[src/rtl/disp_pkg.sv]
// Shared types, constants and parameter checks for the display scan controller.
package disp_pkg;

    typedef enum logic [1:0] {
        ST_IDLE  = 2'd0,
        ST_BLANK = 2'd1,
        ST_DRIVE = 2'd2
    } state_e;

    localparam logic [6:0] SEG_OFF = 7'b0000000;

    // True when the digit count, slot length and dead-time form a usable scan.
    function automatic bit params_ok(input int unsigned ndig,
                                     input int unsigned prescale,
                                     input int unsigned dead);
        return (ndig >= 1) && (ndig <= 8) && (dead >= 1) && (prescale >= dead + 2);
    endfunction

    // Digit pointer width; a single-digit display still needs one bit.
    function automatic int unsigned dig_width(input int unsigned ndig);
        return (ndig > 1) ? $clog2(ndig) : 1;
    endfunction

endpackage

[src/rtl/disp_scan_ctrl_if.sv]
// Valid/ready load port carrying the packed digit nibbles into the scan controller.
interface disp_scan_ctrl_if #(
    parameter int unsigned NDIG = 4
);
    logic                ld_valid;
    logic                ld_ready;
    logic [4*NDIG-1:0]   ld_data;

    modport master (output ld_valid, output ld_data, input  ld_ready);
    modport slave  (input  ld_valid, input  ld_data, output ld_ready);
endinterface

[src/rtl/bcd2sevenseg.sv]
// Hex nibble to seven-segment pattern {a,b,c,d,e,f,g}, 1 = lit; purely combinational.
module bcd2sevenseg (
    input  logic [3:0] digit_i,
    output logic [6:0] seg_c
);

    // Segment lookup, including A-F glyphs so raw hex values display sensibly.
    always_comb begin
        seg_c = 7'b0000000;
        case (digit_i)
            4'h0: seg_c = 7'b1111110;
            4'h1: seg_c = 7'b0110000;
            4'h2: seg_c = 7'b1101101;
            4'h3: seg_c = 7'b1111001;
            4'h4: seg_c = 7'b0110011;
            4'h5: seg_c = 7'b1011011;
            4'h6: seg_c = 7'b1011111;
            4'h7: seg_c = 7'b1110000;
            4'h8: seg_c = 7'b1111111;
            4'h9: seg_c = 7'b1111011;
            4'hA: seg_c = 7'b1110111;
            4'hB: seg_c = 7'b0011111;
            4'hC: seg_c = 7'b1001110;
            4'hD: seg_c = 7'b0111101;
            4'hE: seg_c = 7'b1001111;
            4'hF: seg_c = 7'b1000111;
            default: seg_c = 7'b0000000;
        endcase
    end

endmodule

[src/rtl/disp_scan_ctrl.sv]
// Multiplexed seven-segment scan controller: one shared decoder, per-slot dead-time,
// and a shadow/active value pair so a new load only takes effect at a frame boundary.
module disp_scan_ctrl
    import disp_pkg::*;
#(
    parameter int unsigned NDIG     = 4,
    parameter int unsigned PRESCALE = 1000,
    parameter int unsigned DEAD     = 50
) (
    input  logic                clk,
    input  logic                rst_n,
    input  logic                en_i,
    input  logic                lz_en_i,
    disp_scan_ctrl_if.slave     ld,
    output logic [6:0]          seg_o,
    output logic [NDIG-1:0]     an_n_o,
    output logic                frame_tick_o
);

    localparam int unsigned CNT_W  = $clog2(PRESCALE);
    localparam int unsigned DIG_W  = dig_width(NDIG);
    localparam int unsigned DATA_W = 4 * NDIG;

    if (!params_ok(NDIG, PRESCALE, DEAD)) begin : g_param_err
        $error("disp_scan_ctrl: illegal NDIG/PRESCALE/DEAD combination");
    end

    state_e              state_q, state_d;
    logic [CNT_W-1:0]    cnt_q, cnt_d;
    logic [DIG_W-1:0]    dig_q, dig_d;
    logic [DATA_W-1:0]   shadow_q, shadow_d;
    logic [DATA_W-1:0]   active_q, active_d;
    logic                pending_q, pending_d;
    logic                ld_ready_q, ld_ready_d;
    logic [6:0]          seg_q, seg_d;
    logic [NDIG-1:0]     an_n_q, an_n_d;
    logic                frame_tick_q, frame_tick_d;

    logic                wrap;
    logic                accept;
    logic                commit;
    logic [3:0]          nib;
    logic [6:0]          seg_dec;
    logic [NDIG-1:0]     lz_mask;
    logic                suppress;

    // Scan sequencer: IDLE -> BLANK (dead-time) -> DRIVE, stepping the digit each slot.
    always_comb begin
        state_d = state_q;
        cnt_d   = cnt_q;
        dig_d   = dig_q;
        wrap    = 1'b0;
        if (!en_i) begin
            state_d = ST_IDLE;
            cnt_d   = '0;
            dig_d   = '0;
        end else begin
            case (state_q)
                ST_IDLE: begin
                    state_d = ST_BLANK;
                    cnt_d   = '0;
                    dig_d   = '0;
                end
                ST_BLANK: begin
                    cnt_d = cnt_q + CNT_W'(1);
                    if (cnt_q == CNT_W'(DEAD - 1)) begin
                        state_d = ST_DRIVE;
                    end
                end
                ST_DRIVE: begin
                    if (cnt_q == CNT_W'(PRESCALE - 1)) begin
                        state_d = ST_BLANK;
                        cnt_d   = '0;
                        wrap    = (dig_q == DIG_W'(NDIG - 1));
                        dig_d   = wrap ? '0 : dig_q + DIG_W'(1);
                    end else begin
                        cnt_d = cnt_q + CNT_W'(1);
                    end
                end
                default: begin
                    state_d = ST_IDLE;
                    cnt_d   = '0;
                    dig_d   = '0;
                end
            endcase
        end
    end

    // Per-digit leading-zero flags: digit k is blankable when nibbles k..NDIG-1 are all zero.
    always_comb begin
        lz_mask = '0;
        for (int k = 1; k < int'(NDIG); k++) begin
            lz_mask[k] = 1'b1;
            for (int j = k; j < int'(NDIG); j++) begin
                if (active_q[4*j +: 4] != 4'h0) begin
                    lz_mask[k] = 1'b0;
                end
            end
        end
    end

    // Nibble mux on the next-state digit so seg/an_n register together with the state.
    always_comb begin
        nib      = active_q[4*int'(dig_d) +: 4];
        suppress = lz_en_i && lz_mask[dig_d];
    end

    bcd2sevenseg u_dec (
        .digit_i (nib),
        .seg_c   (seg_dec)
    );

    // Load handshake, frame-boundary commit and next registered pin values.
    always_comb begin
        accept       = ld.ld_valid && ld_ready_q;
        commit       = pending_q && (wrap || (state_q == ST_IDLE));
        shadow_d     = shadow_q;
        active_d     = active_q;
        pending_d    = pending_q;
        seg_d        = SEG_OFF;
        an_n_d       = '1;
        frame_tick_d = wrap;
        if (commit) begin
            active_d  = shadow_q;
            pending_d = 1'b0;
        end
        if (accept) begin
            shadow_d  = ld.ld_data;
            pending_d = 1'b1;
        end
        ld_ready_d = !pending_d;
        if ((state_d == ST_DRIVE) && !suppress) begin
            seg_d  = seg_dec;
            an_n_d = ~(NDIG'(1) << dig_d);
        end
    end

    // State and output registers with synchronous active-low reset.
    always_ff @(posedge clk) begin
        if (!rst_n) begin
            state_q      <= ST_IDLE;
            cnt_q        <= '0;
            dig_q        <= '0;
            shadow_q     <= '0;
            active_q     <= '0;
            pending_q    <= 1'b0;
            ld_ready_q   <= 1'b1;
            seg_q        <= SEG_OFF;
            an_n_q       <= '1;
            frame_tick_q <= 1'b0;
        end else begin
            state_q      <= state_d;
            cnt_q        <= cnt_d;
            dig_q        <= dig_d;
            shadow_q     <= shadow_d;
            active_q     <= active_d;
            pending_q    <= pending_d;
            ld_ready_q   <= ld_ready_d;
            seg_q        <= seg_d;
            an_n_q       <= an_n_d;
            frame_tick_q <= frame_tick_d;
        end
    end

    assign ld.ld_ready   = ld_ready_q;
    assign seg_o         = seg_q;
    assign an_n_o        = an_n_q;
    assign frame_tick_o  = frame_tick_q;

endmodule

[src/flat_wrapper.sv]
// flat-port wrapper written by rule: the top's interface ports become plain ports
module disp_scan_ctrl_flat import disp_pkg::*;
#(
    parameter int unsigned NDIG     = 4,
    parameter int unsigned PRESCALE = 1000,
    parameter int unsigned DEAD     = 50
)
  (clk, rst_n, en_i, lz_en_i, seg_o, an_n_o, frame_tick_o, ld_ld_valid, ld_ld_data, ld_ld_ready);
  disp_scan_ctrl_if #(.NDIG(NDIG)) ld_i ();
  input  logic clk;
  input  logic rst_n;
  input  logic en_i;
  input  logic lz_en_i;
  output logic [6:0] seg_o;
  output logic [NDIG-1:0] an_n_o;
  output logic frame_tick_o;
  input wire logic [$bits(ld_i.ld_valid)-1:0] ld_ld_valid;
  input wire logic [$bits(ld_i.ld_data)-1:0] ld_ld_data;
  output wire logic [$bits(ld_i.ld_ready)-1:0] ld_ld_ready;
  assign ld_i.ld_valid = ld_ld_valid;
  assign ld_i.ld_data = ld_ld_data;
  assign ld_ld_ready = ld_i.ld_ready;
  disp_scan_ctrl #(.NDIG(NDIG), .PRESCALE(PRESCALE), .DEAD(DEAD)) u_core (.clk(clk), .rst_n(rst_n), .en_i(en_i), .lz_en_i(lz_en_i), .ld(ld_i), .seg_o(seg_o), .an_n_o(an_n_o), .frame_tick_o(frame_tick_o));
endmodule
[config.mk]
export PLATFORM = sky130hd
export DESIGN_NAME = disp_scan_ctrl_flat
export DESIGN_NICKNAME = d
export VERILOG_FILES = /design/src/rtl/disp_pkg.sv /design/src/rtl/disp_scan_ctrl_if.sv /design/src/rtl/bcd2sevenseg.sv /design/src/rtl/disp_scan_ctrl.sv /design/src/flat_wrapper.sv
export SDC_FILE = /design/constraint.sdc
export NUM_CORES = 1
export LEC_CHECK = 0
export BUFFER_PORTS_ARGS = -buffer_cell sky130_fd_sc_hd__buf_2
export CORE_ASPECT_RATIO = 0.75
export CORE_UTILIZATION = 45
export CTS_CLUSTER_DIAMETER = 60
export DETAILED_ROUTE_END_ITERATION = 12
export SETUP_SLACK_MARGIN = 0.2
export SYNTH_ARGS = -nofsm -noshare
export SYNTH_HDL_FRONTEND = slang
export SYNTH_SLANG_ARGS = --single-unit
[constraint.sdc]
create_clock -name clk -period 7.6 [get_ports clk]
set_input_delay 1.52 -clock clk [delete_from_list [all_inputs] [get_ports clk]]
set_output_delay 1.52 -clock clk [all_outputs]
set_load 0.03 [all_outputs]
Yosys cells after proc, flatten, opt, wreduce, memory -nomap -nowiden
Memories as Yosys holds them, arrays and structs flattened. A register that Yosys moved wholly into a read port is not among the register bits.
Cells that the tools add are included.
Word-level totals
  bits of input ports: 21
  memories kept: 1
  logic and storage cells: 59
  memory bits (read-only): 112
  register bits after elaboration: 53
  output and inout port bits: 13
Memories
  (no name shown): words 16, bits a word 7, rd ports 1, clocked after memory_dff 1, write ports 0, line bcd2sevenseg.sv:10  | case (digit_i)
Operators by class
  bitwise gates (word level): 1
  shift-type cells: 2
  $add $sub $neg: 2
  equal/unequal tests: 6
  reduce and logical (&&, ||, !) cells: 14
  multiplexer cells: 23
  $lt $le $gt $ge: 1
Operator list (number)
  $pmux 10 s2: 1
  $shiftx 16x5->4: 1
  $mux 1: 12
  $mux 2: 6
  $reduce_bool 4->1: 3
  $add 10x1->10 const B: 1
  $eq 10x10->1 const B: 1
  $eq 10x6->1 const B: 1
  $mux 10: 1
  $eq 2x2->1 const B: 3
  $pmux 2 s3: 1
  $logic_and 1x1->1: 4
  $not 4->4: 1
  $pmux 2 s2: 1
  $reduce_and 2->1: 2
  $shl 1x2->4 const A: 1
  $logic_not 1->1: 3
  $lt 2x3->1 const B: 1
  $add 2x1->2 const B: 1
  $bmux 1 s2: 1
  $eq 2x1->1 const B: 1
  $logic_not 2->1: 1
  $logic_or 1x1->1: 1

Logic depth before layout (Yosys ltp)
Gate-level depths: netlist of the first run.
  word-level depth: 12
  depth in mapped cells: 13
  depth with buffers taken out: 13

Cells and area by module
A second synthesis of the first run with hierarchy kept.
Unflattened totals
  cell total of the unflattened synthesis: 314
  area total of the unflattened synthesis: 2880.3 µm²
By module, submodules not included
  disp_scan_ctrl: seq. area each 1201.2 µm², instances 1, area each 2592.5 µm², cells an instance 281
  bcd2sevenseg: seq. area each 0.0 µm², instances 1, area each 287.8 µm², cells an instance 33

Least setup slack after synthesis of the first run
OpenSTA, ideal clock, no wires.
  kind: input to register
  start point: input port en_i
  end point: register u_core.seg_q[3] (netlist: u_core.seg_o[3])
  arrival: 3.023 ns
  stages on the path: 10
  setup slack: 4.446 ns
  library setup time: 0.131 ns
  data required time: 7.469 ns
  path buffers: 1
  path through: and2_1 o21a_1 buf_6 mux2_2 inv_1 ha_1 inv_1 nor3_1 a211o_1 a21oi_1
Between the ends
  longest elaborated chain between the ends: 8
  elaborated cells on any way between the ends: 11
  those cells by class: eq/ne: 1; shift: 1; mux: 4; reduce/logical: 5
Ends and longest elaborated chain
  start, declared: line flat_wrapper.sv:12  | input logic en_i;
  $mux 2: line disp_scan_ctrl.sv:53  | if (!en_i) begin
  $bmux 1 s2: line disp_scan_ctrl.sv:105  | suppress = lz_en_i && lz_mask[dig_d];
  $mux 1 (not written as such): line disp_scan_ctrl.sv:105
  $logic_and 1x1->1: line disp_scan_ctrl.sv:105
  $logic_not 1->1: line disp_scan_ctrl.sv:132  | if ((state_d == ST_DRIVE) && !suppress) begin
  $logic_and 1x1->1: line disp_scan_ctrl.sv:132
  $reduce_and 2->1 (no source line)
  $logic_not 1->1 (no source line)
  end, declared: line disp_scan_ctrl.sv:35  | logic [6:0] seg_q, seg_d;
Several ways; a longest one is shown, not always the timed one. The select of a mux whose other input is x is not followed.
A chain may end at the register's enable or synchronous reset.

Worst setup path in the final report of the first run
  start point: register u_core.state_q[0]
  end point: register u_core.seg_q[0] (netlist: u_core.seg_o[0])
Between the ends
  longest elaborated chain between the ends: 10
  elaborated cells on any way between the ends: 18
  those cells by class: eq/ne: 3; shift: 1; mux: 8; reduce/logical: 6
Ends and longest elaborated chain
  start, declared: line disp_scan_ctrl.sv:28  | state_e state_q, state_d;
  start signal, assigned: line disp_scan_ctrl.sv:152  | state_q <= state_d;
  $eq 2x2->1 or $eq 2x1->1 (tied branches): line disp_scan_ctrl.sv:58  | case (state_q)
  $pmux 2 s2: line disp_scan_ctrl.sv:58
  $mux 2: line disp_scan_ctrl.sv:53
  $bmux 1 s2: line disp_scan_ctrl.sv:105
  $mux 1 (not written as such): line disp_scan_ctrl.sv:105
  $logic_and 1x1->1: line disp_scan_ctrl.sv:105
  $logic_not 1->1: line disp_scan_ctrl.sv:132
  $logic_and 1x1->1: line disp_scan_ctrl.sv:132
  $reduce_and 2->1 (no source line)
  $logic_not 1->1 (no source line)
Several ways; a longest one is shown, not always the timed one. The select of a mux whose other input is x is not followed.

==> results of run 1 <==
## power by group through the flow
stage	sequential (mW)	combinational, mW	clock (mW)
finish	0.328	0.0392	0.279
global route	0.329	0.0447	0.305
CTS	0.328	0.0395	0.287
detailed placement	0.335	0.0392	0
global placement	0.335	0.0388	0
floorplan	0.334	0.0281	0
## area by class of cell
type | instances | area [µm²] | share of cell area
multi-input cells | 242 | 1590 | 0.483
inverters | 11 | 41.3 | 0.0125
repair buffers | 34 | 173 | 0.0523
clock buffers | 10 | 128 | 0.0387
clock inverters | 6 | 65.1 | 0.0197
flip-flops and latches | 60 | 1200 | 0.364
well taps | 78 | 97.6 | 0.0296
## routing by layer
metal	up-vias	wire length (µm)	track usage
met5	-	0	0
met4	0	36	0.0556
met3	5	294	0.0732
met2	51	2280	0.252
met1	1013	3220	0.295
li1	1196	-	-
## placed cells by master, fill, tap and decap left out, types with 3 or more instances in the layout
master / count
a21oi_1: 25
nand2_1: 48
nand3_1: 3
ha_1: 14
dfxtp_1: 60
and2_1: 3
inv_1: 11
nor3_1: 4
xor2_1: 3
xnor2_1: 9
nand2b_1: 3
nor2_1: 41
a211oi_1: 3
and3_1: 3
buf_2: 33
nand3b_1: 5
clkbuf_8: 9
o21ai_0: 4
nor4_1: 6
mux2i_1: 27
## kinds of logic (layout without fill, tap and decap cells)
family | count (synthesis) | in the layout | share of synthesized area
compound gates | 54 | 54 | 0.131
xor+xnor | 12 | 12 | 0.0362
fa+ha+maj | 14 | 14 | 0.0604
buf+inv | 23 | 61 | 0.0362
flops | 60 | 60 | 0.414
mux | 30 | 30 | 0.106
simple gates | 132 | 132 | 0.216
## worst max path at each step
stage,start,end,slack [ns],depth (start not counted)
after floorplan,en_i,u_core.seg_o[3]$_SDFF_PN0_,4.45,10
after global placement,en_i,u_core.seg_o[0]$_SDFF_PN0_,4.12,10
after detailed placement,en_i,u_core.seg_o[3]$_SDFF_PN0_,4.07,10
after CTS,u_core.state_q[0]$_SDFF_PN0_,u_core.seg_o[0]$_SDFF_PN0_,4.31,13
after global routing,u_core.state_q[0]$_SDFF_PN0_,u_core.seg_o[0]$_SDFF_PN0_,4.05,13
final,u_core.state_q[0]$_SDFF_PN0_,u_core.seg_o[0]$_SDFF_PN0_,4.28,13
## registers in the layout, summed over array words and instances (netlist names), 2 cells and up
name	cells
u_core.active_q	16
u_core.an_n_o	4
u_core.cnt_q	10
u_core.dig_q	2
u_core.seg_o	7
u_core.shadow_q	16
u_core.state_q	2
## critical path: cells and delay by family, from the launching register on
kind,cells,cell delay (ns)
AOI/OAI and AO/OA,4,1.13
and+or+nand+nor,2,0.47
buffers and inverters,3,0.30
DFF,1,0.34
adders and majority gates,2,0.50
muxes,2,0.49
## metrics by stage
step | hold WS [ns] | cell area (µm²)
5_1_grt | 0.479 | 3300
3_3_place_gp | 0.444 | 3110
3_5_place_dp | 0.448 | 3110
4_1_cts | 0.459 | 3300
6_report | 0.454 | 3300
2_1_floorplan | 0.433 | 2900
==> summary.md, run 1 <==
| Metric | Value |
|---|---|
| Mean routed wirelength per cell | `roughly 13 µm` |
| Unrepaired setup endpoints after global routing | `no` |
| Mapped cell area | `0.00290 mm²` |
| Sequential area share after synthesis | `0.414` |
| Tmin final | `between 3 and 4 ns` |
| Pwr Total | `646 µW` |
| Post-route setup slack | `around 4.3 ns` |
| Core area | `0.00601 mm²` |
| Clock latency at the later pin of the worst-skew pair | `approximately 0.34 ns` |
| Yosys top cell by area | `dfxtp_1` |
| Number of port buffers | `33` |
| Sequential Power Share | `0.508` |
| Starting Density | `0.483` |
| Hold Path Class | `flip-flop to flip-flop` |
| FMAX | `around 300 MHz` |
| Clock-pin slew on the worst setup and hold paths | `~0.07 ns` |
| Synth cell types | `55` |
| Synth warn | `0` |
| Number of DRC markers in iteration 0 | `105` |
| Final Max Tran Viols | `0` |
| CP arrival | `around 3.6 ns` |
| Post-cts sizing count | `0` |
| TritonCTS buffer count | `9` |
| Ys async rst share | `0` |
| I/O pin count | `34` |
| Post-DRT Antenna Nets | `0` |
| First-pass GRT wire length | `9950 µm` |
| Worst Setup End Kind | `flip-flop` |
| DIE WIDTH | `94.7 µm` |
| Cts hold-fix bufs | `0` |
| # Post-CTS Setup Buffers | `0` |
| Worst Hold Path Cells | `2` |
| Ant. Diodes | `0` |
| Ys flop type | `dfxtp_1` |
| Via count | `2,265` |
| Initial antenna violation count | `0` |
| Chip height | `a little over 70 µm` |
| Reg-to-reg critical path endpoint | `u_core.seg_o[0]$_SDFF_PN0_` |
| Layout Skew | `approximately 0.015 ns` |
| Max-cap violations | `0` |
| Cell Int Power | `490 µW` |
| Synthesis-to-layout area growth | `13.8%` |
| Post-DP HPWL | `approximately 4200 µm` |
| Setup TNS | `0 ns` |
| CP max FO | `9` |
| Clock share of power | `0.432` |
| Non-Filler Instances | `between 400 and 500` |
| Reg2reg start | `u_core.state_q[0]$_SDFF_PN0_` |
| Yosys top cell area share | `0.414` |
| Post-Syn Instances | `around 330` |
| Part of the power in combinational logic | `0.061` |
| Switching share of total power | `0.241` |
| Number of core rows | `24` |
| FF-to-FF path depth | `13` |
| Post-layout util | `0.549` |
| P_leak | `1.37 nW` |
| Vias in the first global route | `1,985` |
| Worst Setup Start Kind | `flip-flop` |
| H-Tree Depth | `3` |
| Worst-path cell chain | `inv_1 -> ha_1 -> or3b_1 -> o41a_4 -> a21oi_4 -> mux2i_1 -> mux2_2 -> inv_1 -> ha_1 -> inv_1 -> nor3_1 -> a21o_1 -> a221oi_2` |
| R2R Setup Slk | `~4.3 ns` |
| CTS tree | `built` |
| First-pass detailed-route iteration total | `4` |
| Num Clock Sinks | `60` |
| Fillers | `roughly 600` |
| Largest net degree at the start of global routing | `39` |
| Setup CP Type | `flip-flop to flip-flop` |
| End of the worst hold path | `u_core.shadow_q[11]$_SDFFE_PN0P_` |
| RePlAce Congestion | `between 0.8 and 0.9` |
| Max incr delay on CP | `roughly 0.40 ns` |
| Total GRT Usage | `0.195` |
| # DRC | `0` |
| Fin nets | `approximately 400` |
| Synthesized Nets | `360` |
| Final Hold Viols | `0` |
| Vias/cell | `just over 5` |
| Setup violators final | `0` |
| Part of the cycle the worst path needs | `0.437` |
| Placed cells | `around 430` |
| PD cells | `approximately 200 mW/mm²` |
| Worst path most repeated cell | `inv_1` |
| Critical-path top delay cell | `or3b_1` |
| Layout cell share with drive strength beyond 1 | `0.168` |
| Min-delay src | `u_core.shadow_q[11]$_SDFFE_PN0P_` |
| Seq cells post-synth | `60` |
| Tightest Pin Transition | `0.828 ns` |
| CTS Buffer Depth | `2` |
| CP required | `slightly below 8 ns` |
| Peak supply drop | `approximately 0.0001 V` |
| Top post-synthesis cells by count | `60 x dfxtp_1, 48 x nand2_1, 41 x nor2_1` |
| Area contributors post-synth | `dfxtp_1 41%, mux2i_1 9.3%, nand2_1 6.2%` |
| Post-synth EDFFs | `0` |
| GR Overflow Total | `0` |
| Dpl ws | `between 4 and 5 ns` |
| Status | `complete, no violations` |
| Final wirelength | `between 5000 and 6000 µm` |
| Most common cell in the synthesized netlist | `dfxtp_1` |
| Slew Limit Headroom | `0.447` |
| DIE AREA | `between 0.006 and 0.007 mm²` |
| Switching Power | `156 µW` |
| Clock root buffer master | `clkbuf_8` |
| Post-Syn Area per Cell | `8.92 µm²` |
(Power assumes the default switching activity.)
==> run 2: changes to the inputs <==
ABC_AREA = 1   (was default)
PLACE_DENSITY = 0.67   (was default)
clock period = 2.8 ns   (was 7.6 ns; I/O delays follow)
==> summary.md, run 2 <==
| Metric | Value |
|---|---|
| RePlAce Congestion | `0.867 (was 0.870)` |
| First-pass detailed-route iteration total | `4 (unchanged)` |
| Number of port buffers | `33 (unchanged)` |
| Chip height | `70.0 µm (was 71.5 µm)` |
| Reg2reg start | `u_core.cnt_q[1]$_SDFF_PN0_ (was u_core.state_q[0]$_SDFF_PN0_)` |
| Worst path most repeated cell | `nand2_2 (was inv_1)` |
| Yosys top cell area share | `0.433 (was 0.414)` |
| FF-to-FF path depth | `15 (was 13)` |
| Synth warn | `0 (unchanged)` |
| Buf/Inv on CP | `1 (was 3)` |
| Unrepaired setup endpoints after global routing | `no (unchanged)` |
| Hold Path Class | `flip-flop to flip-flop (unchanged)` |
| Clock-pin slew on the worst setup and hold paths | `0.06 ns (was 0.07 ns)` |
| Mean routed wirelength per cell | `10.9 µm (was 13.2 µm)` |
| Most frequent cells in the layout | `76 x nor2_1, 66 x nand2_1, 59 x dfxtp_1, 36 x inv_1 (was 60 x dfxtp_1, 48 x nand2_1, 41 x nor2_1, 33 x buf_2, 27 x mux2i_1)` |
| Vias/cell | `4.75 (was 5.14)` |
| Worst-path cell chain | `ha_2 -> nand2_2 -> nor2_4 -> nand3_4 -> a21oi_4 -> nand2_4 -> nand2_1 -> nand3_1 -> nand2_2 -> inv_1 -> ha_1 -> or2_4 -> nand2_2 -> nor2_1 -> nor2_1 (was inv_1 -> ha_1 -> or3b_1 -> o41a_4 -> a21oi_4 -> mux2i_1 -> mux2_2 -> inv_1 -> ha_1 -> inv_1 -> nor3_1 -> a21o_1 -> a221oi_2)` |
| Via count | `2,381 (was 2,265)` |
| CP arrival | `2.68 ns (was 3.56 ns)` |
| Peak supply drop | `0.000307 V (was 0.000103 V)` |
| CTS Buffer Depth | `2 (unchanged)` |
| Biggest regs | `u_core.active_q: 16 flops, u_core.shadow_q: 16 flops, u_core.cnt_q: 10 flops (unchanged)` |
| Reg-to-reg critical path endpoint | `u_core.seg_o[1]$_SDFF_PN0_ (was u_core.seg_o[0]$_SDFF_PN0_)` |
| Layout cell share with drive strength beyond 1 | `0.187 (was 0.168)` |
| Fin nets | `454 (was 393)` |
| Slew Limit Headroom | `0.536 (was 0.447)` |
| Min-delay src | `u_core.cnt_q[0]$_SDFF_PN0_ (was u_core.shadow_q[11]$_SDFFE_PN0P_)` |
| Mapped cell area | `0.00277 mm² (was 0.00290 mm²)` |
| Core area | `0.00589 mm² (was 0.00601 mm²)` |
| Number of core rows | `24 (unchanged)` |
| R2R Setup Slk | `0.40 ns (was 4.28 ns)` |
| Largest net degree at the start of global routing | `34 (was 39)` |
| Ys flop type | `dfxtp_1 (unchanged)` |
| Most common cell in the synthesized netlist | `nor2_1 (was dfxtp_1)` |
| Post-synth EDFFs | `0 (unchanged)` |
| CTS tree | `built (unchanged)` |
| Max incr delay on CP | `0.36 ns (was 0.40 ns)` |
| Yosys top cell by area | `dfxtp_1 (unchanged)` |
| Worst Setup Start Kind | `flip-flop (unchanged)` |
| PD cells | `579 mW/mm² (was 196 mW/mm²)` |
| TritonCTS buffer count | `9 (unchanged)` |
| Final Max Tran Viols | `0 (unchanged)` |
| DIE WIDTH | `92.7 µm (was 94.7 µm)` |
| Synthesis-to-layout area growth | `17.7% (was 13.8%)` |
| Total GRT Usage | `0.188 (was 0.195)` |
| Post-DRT Antenna Nets | `0 (unchanged)` |
| FMAX | `416 MHz (was 301 MHz)` |
| Ys async rst share | `0 (unchanged)` |
| Seq cells post-synth | `60 (unchanged)` |
| Tmin final | `2.40 ns (was 3.32 ns)` |
| Critical-path top delay cell | `dfxtp_1 (was or3b_1)` |
| Worst Setup End Kind | `flip-flop (unchanged)` |
| Dpl ws | `0.298 ns (was 4.07 ns)` |
| Clock root buffer master | `clkbuf_8 (unchanged)` |
| Area contributors post-synth | `dfxtp_1 43%, nor2_1 10%, nand2_1 9.2% (was dfxtp_1 41%, mux2i_1 9.3%, nand2_1 6.2%)` |
| Final wirelength | `5480 µm (was 5830 µm)` |
| Initial antenna violation count | `0 (unchanged)` |
| Post-route setup slack | `0.398 ns (was 4.28 ns)` |
| I/O pin count | `34 (unchanged)` |
| End of the worst hold path | `u_core.cnt_q[0]$_SDFF_PN0_ (was u_core.shadow_q[11]$_SDFFE_PN0P_)` |
| First-pass GRT wire length | `9400 µm (was 9950 µm)` |
| Tightest Pin Transition | `0.694 ns (was 0.828 ns)` |
| Cts hold-fix bufs | `0 (unchanged)` |
| P_leak | `1.50 nW (was 1.37 nW)` |
| CP max FO | `11 (was 9)` |
| Starting Density | `0.471 (was 0.483)` |
| Post-Syn Area per Cell | `7.34 µm² (was 8.92 µm²)` |
| Commonest non-fill, non-tap cell in the layout | `nor2_1 (was dfxtp_1)` |
| Clock latency at the later pin of the worst-skew pair | `0.34 ns (about the same)` |
| Synthesized Nets | `413 (was 360)` |
| Status | `complete, no violations (unchanged)` |
| Setup CP Type | `flip-flop to flip-flop (unchanged)` |
| Delay-heaviest family, CP | `simple AND/OR/NAND/NOR gates (was compound AO/OA/AOI/OAI gates)` |
| DIE AREA | `0.00649 mm² (was 0.00677 mm²)` |
| Setup violators final | `0 (unchanged)` |
| Ant. Diodes | `0 (unchanged)` |
| Post-DP HPWL | `4040 µm (was 4200 µm)` |
| Final Hold Viols | `0 (unchanged)` |
| Vias in the first global route | `2,063 (was 1,985)` |
| Worst Hold Path Cells | `1 (was 2)` |
| Number of DRC markers in iteration 0 | `88 (was 105)` |
| H-Tree Depth | `3 (unchanged)` |
| Post-Syn Instances | `378 (was 325)` |
| Part of the cycle the worst path needs | `0.858 (was 0.437)` |
| Fillers | `602 (was 601)` |
| Layout Skew | `0.00486 ns (was 0.0146 ns)` |
| Setup TNS | `0 ns (unchanged)` |
| Max-cap violations | `0 (unchanged)` |
| # DRC | `0 (unchanged)` |
| Synth cell types | `31 (was 55)` |
| CP required | `3.08 ns (was 7.84 ns)` |
| Top post-synthesis cells by count | `76 x nor2_1, 68 x nand2_1, 60 x dfxtp_1 (was 60 x dfxtp_1, 48 x nand2_1, 41 x nor2_1)` |
| Num Clock Sinks | `60 (unchanged)` |
| GR Overflow Total | `0 (unchanged)` |
| Sequential area share after synthesis | `0.433 (was 0.414)` |
[run 2: cell types whose count changed after synthesis, moves of 5 or more]
cell,delta
a21oi_1,-8
nor2_1,+35
nor4_1,-5
mux2i_1,-27
inv_1,+25
o21ai_0,+29
nand2_2,+6
nand2_1,+20
nand3_1,+21
xnor2_1,-8
[run 2: logic make-up after synthesis]
kind of cell / Yosys count / synth area share
buffers and inverters: 48 / 0.0686
flip-flops: 60 / 0.433
XOR/XNOR: 4 / 0.0126
adder cells (fa/ha/maj): 14 / 0.0631
AND/OR/NAND/NOR: 197 / 0.316
AO/OA/AOI/OAI: 55 / 0.107
[run 2: area by class of cell]
class	instances	area, µm²	area share
clock buffer	12	165	0.0506
clock inverter	3	45.0	0.0138
inverter	40	155	0.0475
multi-input combinational	270	1400	0.428
sequential	60	1200	0.368
tap	78	97.6	0.0299
timing repair buffer	38	203	0.0621
[run 2: worst max path at each step]
stage | cells past startpoint | slack (ns) | endpoint | from
floorplan | 16 | 0.47 | u_core.seg_o[1]$_SDFF_PN0_ | u_core.cnt_q[0]$_SDFF_PN0_
global placement | 17 | 0.41 | u_core.seg_o[1]$_SDFF_PN0_ | u_core.cnt_q[0]$_SDFF_PN0_
detailed placement | 17 | 0.30 | u_core.seg_o[1]$_SDFF_PN0_ | u_core.cnt_q[0]$_SDFF_PN0_
CTS | 17 | 0.28 | u_core.seg_o[1]$_SDFF_PN0_ | u_core.cnt_q[0]$_SDFF_PN0_
global route | 15 | 0.19 | u_core.seg_o[0]$_SDFF_PN0_ | u_core.cnt_q[1]$_SDFF_PN0_
finish | 15 | 0.40 | u_core.seg_o[1]$_SDFF_PN0_ | u_core.cnt_q[1]$_SDFF_PN0_
[run 2: where the power goes]
group | total (mW) | internal, mW | switching, mW
sequential | 0.909 | 0.892 | 0.0178
clock | 0.805 | 0.478 | 0.327
combinational | 0.176 | 0.0646 | 0.112
total | 1.89 | 1.43 | 0.456
[run 2: per-stage QoR]
step | hold slack (ns) | util | total power, mW | cells | area, µm²
after floorplan | 0.430 | - | 1.05 | 378 | 2770
after global placement | 0.448 | 0.511 | 1.10 | 482 | 3010
after detailed placement | 0.457 | 0.511 | 1.10 | 482 | 3010
after CTS | 0.448 | 0.547 | 1.92 | 497 | 3220
after global routing | 0.456 | 0.555 | 1.99 | 501 | 3270
final | 0.431 | 0.555 | 1.89 | 501 | 3270
[run 2: timing repair]
item,CTS,global route
endpoints found under the setup margin,0,7
buffers inserted,0,4
gates resized for setup,0,7
[run 2: per-layer routing]
layer  wire length, µm  track usage
met1              2930        0.262
met2              2180        0.258
met3               313       0.0545
met4                55        0.103
met5                 0            0
